## src/rtl/lsu_mem_stage.sv

```systemverilog
// Load/store memory stage: drives the dcache handshake and aligns load data.
// Optional misaligned-address exception enabled by LSU_MEM_ALE_CHECK_EN.
module lsu_mem_stage #(
  parameter int RD_W   = 5,
  parameter int ADDR_W = 32
) (
  input  logic              clk,
  input  logic              reset,
  input  logic              flush,
  input  logic              in_valid,
  output logic              in_ready,
  input  logic              in_op,
  input  logic [ADDR_W-1:0] in_addr,
  input  logic [1:0]        in_size,
  input  logic              in_unsigned,
  input  logic [31:0]       in_wdata,
  input  logic [RD_W-1:0]   in_rd,
  output logic              dc_valid,
  input  logic              dc_ready,
  output logic              dc_op,
  output logic [ADDR_W-1:0] dc_addr,
  output logic [3:0]        dc_wstrb,
  output logic [31:0]       dc_wdata,
  input  logic              dc_rvalid,
  input  logic [31:0]       dc_rdata,
  output logic              out_valid,
  input  logic              out_ready,
  output logic              out_we,
  output logic [RD_W-1:0]   out_rd,
  output logic [31:0]       out_data,
  output logic              out_ale
);

  typedef enum logic [2:0] {
    IDLE, REQ, WAIT, RESP, DRAIN
  } state_t;

  state_t     state;
  logic [1:0] size_q;
  logic       uns_q;
  logic       mis;

  function automatic logic [3:0] strb_f(
    input logic [1:0] sz,
    input logic [1:0] a
  );
    case (sz)
      2'd0:    strb_f = 4'b0001 << a;
      2'd1:    strb_f = a[1] ? 4'b1100 : 4'b0011;
      default: strb_f = 4'b1111;
    endcase
  endfunction

  function automatic logic [31:0] wdat_f(
    input logic [1:0]  sz,
    input logic [31:0] d
  );
    case (sz)
      2'd0:    wdat_f = {4{d[7:0]}};
      2'd1:    wdat_f = {2{d[15:0]}};
      default: wdat_f = d;
    endcase
  endfunction

  function automatic logic [31:0] load_f(
    input logic [1:0]  sz,
    input logic [1:0]  a,
    input logic        uns,
    input logic [31:0] r
  );
    logic [7:0]  b;
    logic [15:0] h;
    b = 8'(r >> {a, 3'b000});
    h = 16'(r >> {a[1], 4'b0000});
    case (sz)
      2'd0:    load_f = uns ? {24'd0, b} : {{24{b[7]}}, b};
      2'd1:    load_f = uns ? {16'd0, h} : {{16{h[15]}}, h};
      default: load_f = r;
    endcase
  endfunction

`ifdef LSU_MEM_ALE_CHECK_EN
  assign mis = (in_size == 2'd1 && in_addr[0]) ||
               (in_size[1] && in_addr[1:0] != 2'd0);
`else
  assign mis = 1'b0;
`endif

  always_ff @(posedge clk or posedge reset) begin
    if (reset) begin
      state     <= IDLE;
      size_q    <= '0;
      uns_q     <= 1'b0;
      in_ready  <= 1'b1;
      dc_valid  <= 1'b0;
      dc_op     <= 1'b0;
      dc_addr   <= '0;
      dc_wstrb  <= '0;
      dc_wdata  <= '0;
      out_valid <= 1'b0;
      out_we    <= 1'b0;
      out_rd    <= '0;
      out_data  <= '0;
      out_ale   <= 1'b0;
    end else begin
      case (state)
        IDLE: begin
          if (in_valid && !flush) begin
            size_q   <= in_size;
            uns_q    <= in_unsigned;
            dc_op    <= in_op;
            dc_addr  <= in_addr;
            dc_wstrb <= in_op ? strb_f(in_size, in_addr[1:0]) : 4'b0000;
            dc_wdata <= wdat_f(in_size, in_wdata);
            out_rd   <= in_rd;
            out_we   <= 1'b0;
            out_data <= '0;
            out_ale  <= mis;
            in_ready <= 1'b0;
            if (mis) begin
              out_valid <= 1'b1;
              state     <= RESP;
            end else begin
              dc_valid <= 1'b1;
              state    <= REQ;
            end
          end
        end
        REQ: begin
          if (dc_ready) begin
            dc_valid <= 1'b0;
            // An accepted store is committed even when flushed.
            if (flush && dc_op) begin
              in_ready <= 1'b1;
              state    <= IDLE;
            end else if (flush) begin
              state <= DRAIN;
            end else if (dc_op) begin
              out_valid <= 1'b1;
              state     <= RESP;
            end else begin
              state <= WAIT;
            end
          end else if (flush) begin
            dc_valid <= 1'b0;
            in_ready <= 1'b1;
            state    <= IDLE;
          end
        end
        WAIT: begin
          if (flush) begin
            if (dc_rvalid) begin
              in_ready <= 1'b1;
              state    <= IDLE;
            end else begin
              state <= DRAIN;
            end
          end else if (dc_rvalid) begin
            out_data  <= load_f(size_q, dc_addr[1:0], uns_q, dc_rdata);
            out_we    <= 1'b1;
            out_valid <= 1'b1;
            state     <= RESP;
          end
        end
        DRAIN: begin
          if (dc_rvalid) begin
            in_ready <= 1'b1;
            state    <= IDLE;
          end
        end
        RESP: begin
          if (out_ready || flush) begin
            out_valid <= 1'b0;
            in_ready  <= 1'b1;
            state     <= IDLE;
          end
        end
        default: begin
          dc_valid  <= 1'b0;
          out_valid <= 1'b0;
          in_ready  <= 1'b1;
          state     <= IDLE;
        end
      endcase
    end
  end

endmodule

```

## config.mk

```make
export PLATFORM = sky130hd
export DESIGN_NAME = lsu_mem_stage
export DESIGN_NICKNAME = d
export VERILOG_FILES = /design/src/rtl/lsu_mem_stage.sv
export SDC_FILE = /design/constraint.sdc
export NUM_CORES = 1
export LEC_CHECK = 0
export CELL_PAD_IN_SITES_DETAIL_PLACEMENT = 1
export CELL_PAD_IN_SITES_GLOBAL_PLACEMENT = 1
export CORE_ASPECT_RATIO = 0.6
export CORE_UTILIZATION = 52
export CTS_CLUSTER_SIZE = 24
export DETAILED_ROUTE_END_ITERATION = 16
export DONT_BUFFER_PORTS = 1
export GPL_ROUTABILITY_DRIVEN = 0
export PLACE_DENSITY_LB_ADDON = 0.05
export SETUP_SLACK_MARGIN = 0.05
export SYNTH_ARGS = -nofsm -noshare
export SYNTH_HDL_FRONTEND = slang
export SYNTH_SLANG_ARGS = --single-unit
```

## constraint.sdc

```tcl
create_clock -name clk -period 9 [get_ports clk]
set_clock_uncertainty 0.15 [all_clocks]
set_input_delay 2.7 -clock clk [delete_from_list [all_inputs] [get_ports clk]]
set_output_delay 2.7 -clock clk [all_outputs]
set_load 0.01 [all_outputs]
```

======== Yosys cells after proc, flatten, opt, wreduce, memory -nomap -nowiden ========
Cells that the tools add are included.
word-level totals
  flip-flop bits (word level) ............. 116
  output and inout bits ................... 111
operators by class
  equality and inequality tests ........... 19
  shift operators ......................... 3
  mux-type cells .......................... 44
  bitwise gates (word level) .............. 2
  reductions and logical operators ........ 16
operators by type and width
  operator                                                               number
  32-bit case mux with 2 select lines                                    3
  32-bit 2-to-1 mux                                                      5
  32-bit by 5-bit right shift with 16-bit output                         1
  32-bit by 5-bit right shift with 8-bit output                          1
  3-bit 2-to-1 mux                                                       10
  2-bit != test, second input constant                                   10
  1-bit 2-to-1 mux                                                       18
  3-bit case mux with 5 select lines                                     1
  5-bit AND reduction                                                    2
  3-bit != test, second input constant                                   3
  4-bit 2-to-1 mux                                                       2
  4-bit case mux with 2 select lines                                     1
  8-bit AND reduction                                                    1
  3-bit by 2-bit equality test with 1-bit output, second input constant  2
  1-bit case mux with 5 select lines                                     1
  2-bit by 1-bit equality test with 1-bit output, second input constant  2
  2-bit logical NOT                                                      2
  1-bit case mux with 4 select lines                                     1
  4-bit AND reduction                                                    1
  1-bit by 2-bit << shifter with 4-bit output, first input constant      1
  3-bit by 1-bit equality test with 1-bit output, second input constant  1
  3-bit equality test, second input constant                             1
  3-bit logical NOT                                                      1
  1-bit case mux with 3 select lines                                     1
  10 further kinds                                                       12

======== Depth between registers and ports, before layout ========
  word-level depth ........................ 6
  depth in mapped cells ................... 8

======== Least setup slack after synthesis ========
OpenSTA, ideal clock, no wires.
  path kind ............................... input to register
  from .................................... in flush
  to ...................................... reg out_data[16]
  library setup time ...................... 126 ps
  arrival time ............................ 3700 ps
  slack ................................... 5024 ps
  cell stages on the path ................. 7
  cell sequence ........................... nor3_4 -> and3_4 -> buf_6 -> and2_1 -> buf_6 -> buf_6 -> a221o_1
between the ends
  longest elaborated chain between the ends .. 4
RTL lines
  element                                   RTL line  text
  start: declaration                        9         input logic flush,
  1-bit logical NOT                         108       if (in_valid && !flush) begin
  1-bit logical AND                         108
  2-bit != test (no source line)            --
  4-bit AND reduction (no source line) (*)  --
  end signal: assignment                    159       out_data <= load_f(size_q, dc_addr[1:0], uns_q, dc_rdata);
  end: declaration                          30        output logic [31:0] out_data,
Mark *: on every way between the ends. The rest lies on a longest branch, timed or not.
A chain may end at the register's enable or synchronous reset.

======== Worst setup path in the final report ========
  from .................................... in flush
  to ...................................... reg out_data[5]
Same word-level chain as after synthesis.

==> results_dict.tcl <==
set metrics [dict create \
    status "finished, final reports clean" \
    seq_area_mm2 0.00290 \
    cts_tree "done" \
    vias_per_cell 6.34 \
    setup_viol 0 \
    design_area_mm2 0.00606 \
    routed-via-count 3811 \
    synth_cells 468 \
    io_pins 223 \
    io_buffers 0 \
    synthTopCellsByArea "dfrtp_1 (53%), mux2_2 (12%), mux2i_1 (4.8%)" \
    p_switching_mw 0.821 \
    clock.fmax_mhz 232 \
    worst-path-buf-inv 0 \
    tightest_slew_ns 1.20 \
    cp_max_fo 34 \
    grt_pass1_vias 3965 \
    crit_required_ns 9.12 \
    avgSynthCellArea_um2 11.6 \
    cp_top_family "simple AND/OR/NAND/NOR gates" \
    synth-edff-count 0 \
    crit_path_start_kind "input port" \
    p_sw_frac 0.364 \
    dpl_cell_area_mm2 0.00545 \
    worstPathCellList "nor3_4 > nand2_1 > a32oi_1 > o21ai_0" \
    powerDensity_mw_per_mm2 372 \
    ys.flop_type "dfrtp_1" \
    ys_seq_elements 116 \
    start_util 0.542 \
    cts_resized 0 \
    route.detailed.drc 0 \
    maxCapViolCount 0 \
    arrival_ns 4.42 \
    yosysTopAreaCell "dfrtp_1" \
    yosys.area.top_type_share 0.530 \
    critical_path_class "in2reg" \
    die_width_um 134 \
    period_minus_slack_ns 4.30 \
    multiInputGateArea_mm2 0.00233 \
    dp_hpwl_mm 10.2 \
    cts_setup_buffers 0 \
    clockPowerShare 0.310 \
    clock_path_buffers 2 \
    routedWlPerCell_um 25.5 \
    fillers 988 \
    clock_latency_ns 0.41 \
    drt-initial-drc-count 266 \
    power.leakage_nw 2.68 \
    yosysWarningCount 0 \
    ant_nets 0 \
    p_int_mw 1.43 \
    clk_pin_slew_worst_paths_ns 0.06 \
    syn2layout_area_growth_pct 11.5 \
    grt_pass1_wl_mm 22.9 \
    pwr-share-comb 0.214 \
    dieHeight_um 81.2 \
    ctsHoldBuffers 0 \
    rsz0062_at_grt "false" \
    drive_gt1_frac 0.217 \
    design.core.area_mm2 0.0100 \
    ys_types 48 \
    setup_tns_ns 0 \
    rows 28 \
    slew_headroom 0.201 \
    hold_violations 0 \
    hp-class "reg2reg" \
    grt_use_total 0.286 \
    routed_wl_mm 15.3 \
    nNetsFinal 566 \
    min_period_over_period 0.478 \
    fin_cells 601 \
    cts-root-buf "clkbuf_16" \
    clock_sinks 116 \
    synth.yosys.seq_area_share 0.534 \
    dpl.cell_count 570 \
    end_kind "register" \
    maxSlewViolCount 0 \
    die-area_mm2 0.0109 \
    cts_buffers 17 \
    seq_power_share 0.476 \
    gr-total-overflow 0 \
    htreeDepth 4 \
    slowest_delay_ns 0.76 \
    cpMaxStageDelayCell "nand2_1" \
    dr.pass1.iters 4 \
    irDropWorstVdd_mv 0.181 \
    async_flop_share 1.00 \
    power_mw 2.25 \
    antenna_found_initial 0 \
    num_antenna_cells 0 \
    syn-num-nets 580 \
    grt_max_degree 108 \
    synth.cell_area_mm2 0.00543 \
]
[flip-flops by register name, summed over array words and instances, names as in the netlist, 2 cells and up]
register,count
out_data,32
dc_addr,32
dc_wdata,32
size_q,2
state,3
dc_wstrb,4
out_rd,5
[through the flow]
stage | util | worst slack [ns] | hold WS (ns)
2_1_floorplan | - | 3.08 | 0.364
3_3_place_gp | 0.544 | 4.47 | 0.385
3_5_place_dp | 0.544 | 4.33 | 0.390
4_1_cts | 0.605 | 4.69 | 0.406
5_1_grt | 0.605 | 4.59 | 0.420
6_report | 0.605 | 4.70 | 0.403
[layer usage]
metal | wire (um) | GRT usage | vias up
met1 | 6340 | 0.369 | 1945
met5 | 0 | 0 | -
met4 | 172 | 0.103 | 0
met2 | 7230 | 0.426 | 175
met3 | 1600 | 0.125 | 17
li1 | - | - | 1674
[cell usage in the layout, fill, tap and decap left out, types with 2 or more instances in the layout]
| cell | Yosys | layout |
|---|---|---|
| dfrtp_1 | 115 | 115 |
| mux2_2 | 58 | 58 |
| o21ai_0 | 47 | 47 |
| nand2_1 | 40 | 40 |
| mux2i_1 | 26 | 26 |
| nor2_1 | 20 | 20 |
| clkbuf_16 | 0 | 17 |
| a221o_1 | 16 | 16 |
| nand2b_1 | 14 | 14 |
| a21oi_1 | 12 | 12 |
| a32o_1 | 10 | 10 |
| nor2b_1 | 9 | 9 |
| a22oi_1 | 7 | 7 |
| and2_1 | 7 | 7 |
| inv_1 | 7 | 6 |
| a32oi_1 | 6 | 6 |
| clkinv_4 | 0 | 5 |
| a21o_1 | 3 | 3 |
| a31oi_1 | 3 | 3 |
| clkinv_2 | 0 | 3 |
| bufinv_16 | 0 | 3 |
| nor3_4 | 2 | 2 |
| a22o_1 | 2 | 2 |
| nor4b_1 | 2 | 2 |
| nand3_1 | 3 | 2 |
| o21bai_1 | 2 | 2 |
| nor3b_1 | 2 | 2 |
| clkbuf_8 | 0 | 2 |
| buf_4 | 2 | 2 |
[path summary, 6_finish.rpt]
path,startpoint,to,slack (ns),depth (start not counted)
setup / recovery,flush,out_data[5]$_DFFE_PP0P_,4.70,4
hold / removal,out_we$_DFFE_PP0P_,out_we$_DFFE_PP0P_,0.40,1
setup reg to reg,state[0]$_DFFE_PP0P_,out_data[5]$_DFFE_PP0P_,6.34,4
hold reg to reg,out_we$_DFFE_PP0P_,out_we$_DFFE_PP0P_,0.40,1
max in group asynchronous,reset,out_data[29]$_DFFE_PP0P_,5.25,2
min in group asynchronous,reset,dc_addr[9]$_DFFE_PP0P_,2.01,1
[kinds of logic after synthesis]
group | synth area share
AOI/OAI and AO/OA | 0.153
DFF | 0.534
and+or+nand+nor | 0.102
muxes | 0.172
buffers and inverters | 0.0382
other | 0.000690
[cell usage after synthesis (all sizes together) (2+ instances only)]
| library cell | instances |
|---|---|
| a221o | 16 |
| o21bai | 2 |
| nor2b | 9 |
| a21o | 3 |
| buf | 17 |
| o21ai | 47 |
| a32oi | 6 |
| nand3 | 3 |
| nor3b | 2 |
| a31oi | 3 |
| nor4b | 2 |
| nor3 | 2 |
| a32o | 10 |
| nand2 | 40 |
| a22oi | 7 |
| clkbuf | 18 |
| dfrtp | 115 |
| nor2 | 20 |
| mux2i | 26 |
| a21oi | 13 |
| nand2b | 14 |
| inv | 7 |
| mux2 | 58 |
| and2 | 7 |
| a22o | 2 |
[worst register-to-register path, delay by kind of cell, from the launching register on]
| family | cells | cell delay, ns |
|---|---|---|
| AND/OR/NAND/NOR | 2 | 1.17 |
| flip-flops | 1 | 0.55 |
| AO/OA/AOI/OAI | 2 | 0.66 |
[final cells by class]
type	instances	share of cell area
clock inverters	12	0.0258
multi-input cells	310	0.385
clock buffers	19	0.0747
well taps	135	0.0279
repair buffers	2	0.00248
inverters	7	0.00475
flip-flops and latches	116	0.479
[power groups by stage]
| stage | clock network, mW | registers [mW] | logic [mW] |
|---|---|---|---|
| 2_1_floorplan | 0 | 0.970 | 0.430 |
| 3_3_place_gp | 0 | 1.07 | 0.444 |
| 3_5_place_dp | 0 | 1.08 | 0.477 |
| 4_1_cts | 0.704 | 1.08 | 0.484 |
| 5_1_grt | 0.728 | 1.11 | 0.533 |
| 6_report | 0.698 | 1.07 | 0.482 |
Power figures use the tool's default switching activity.
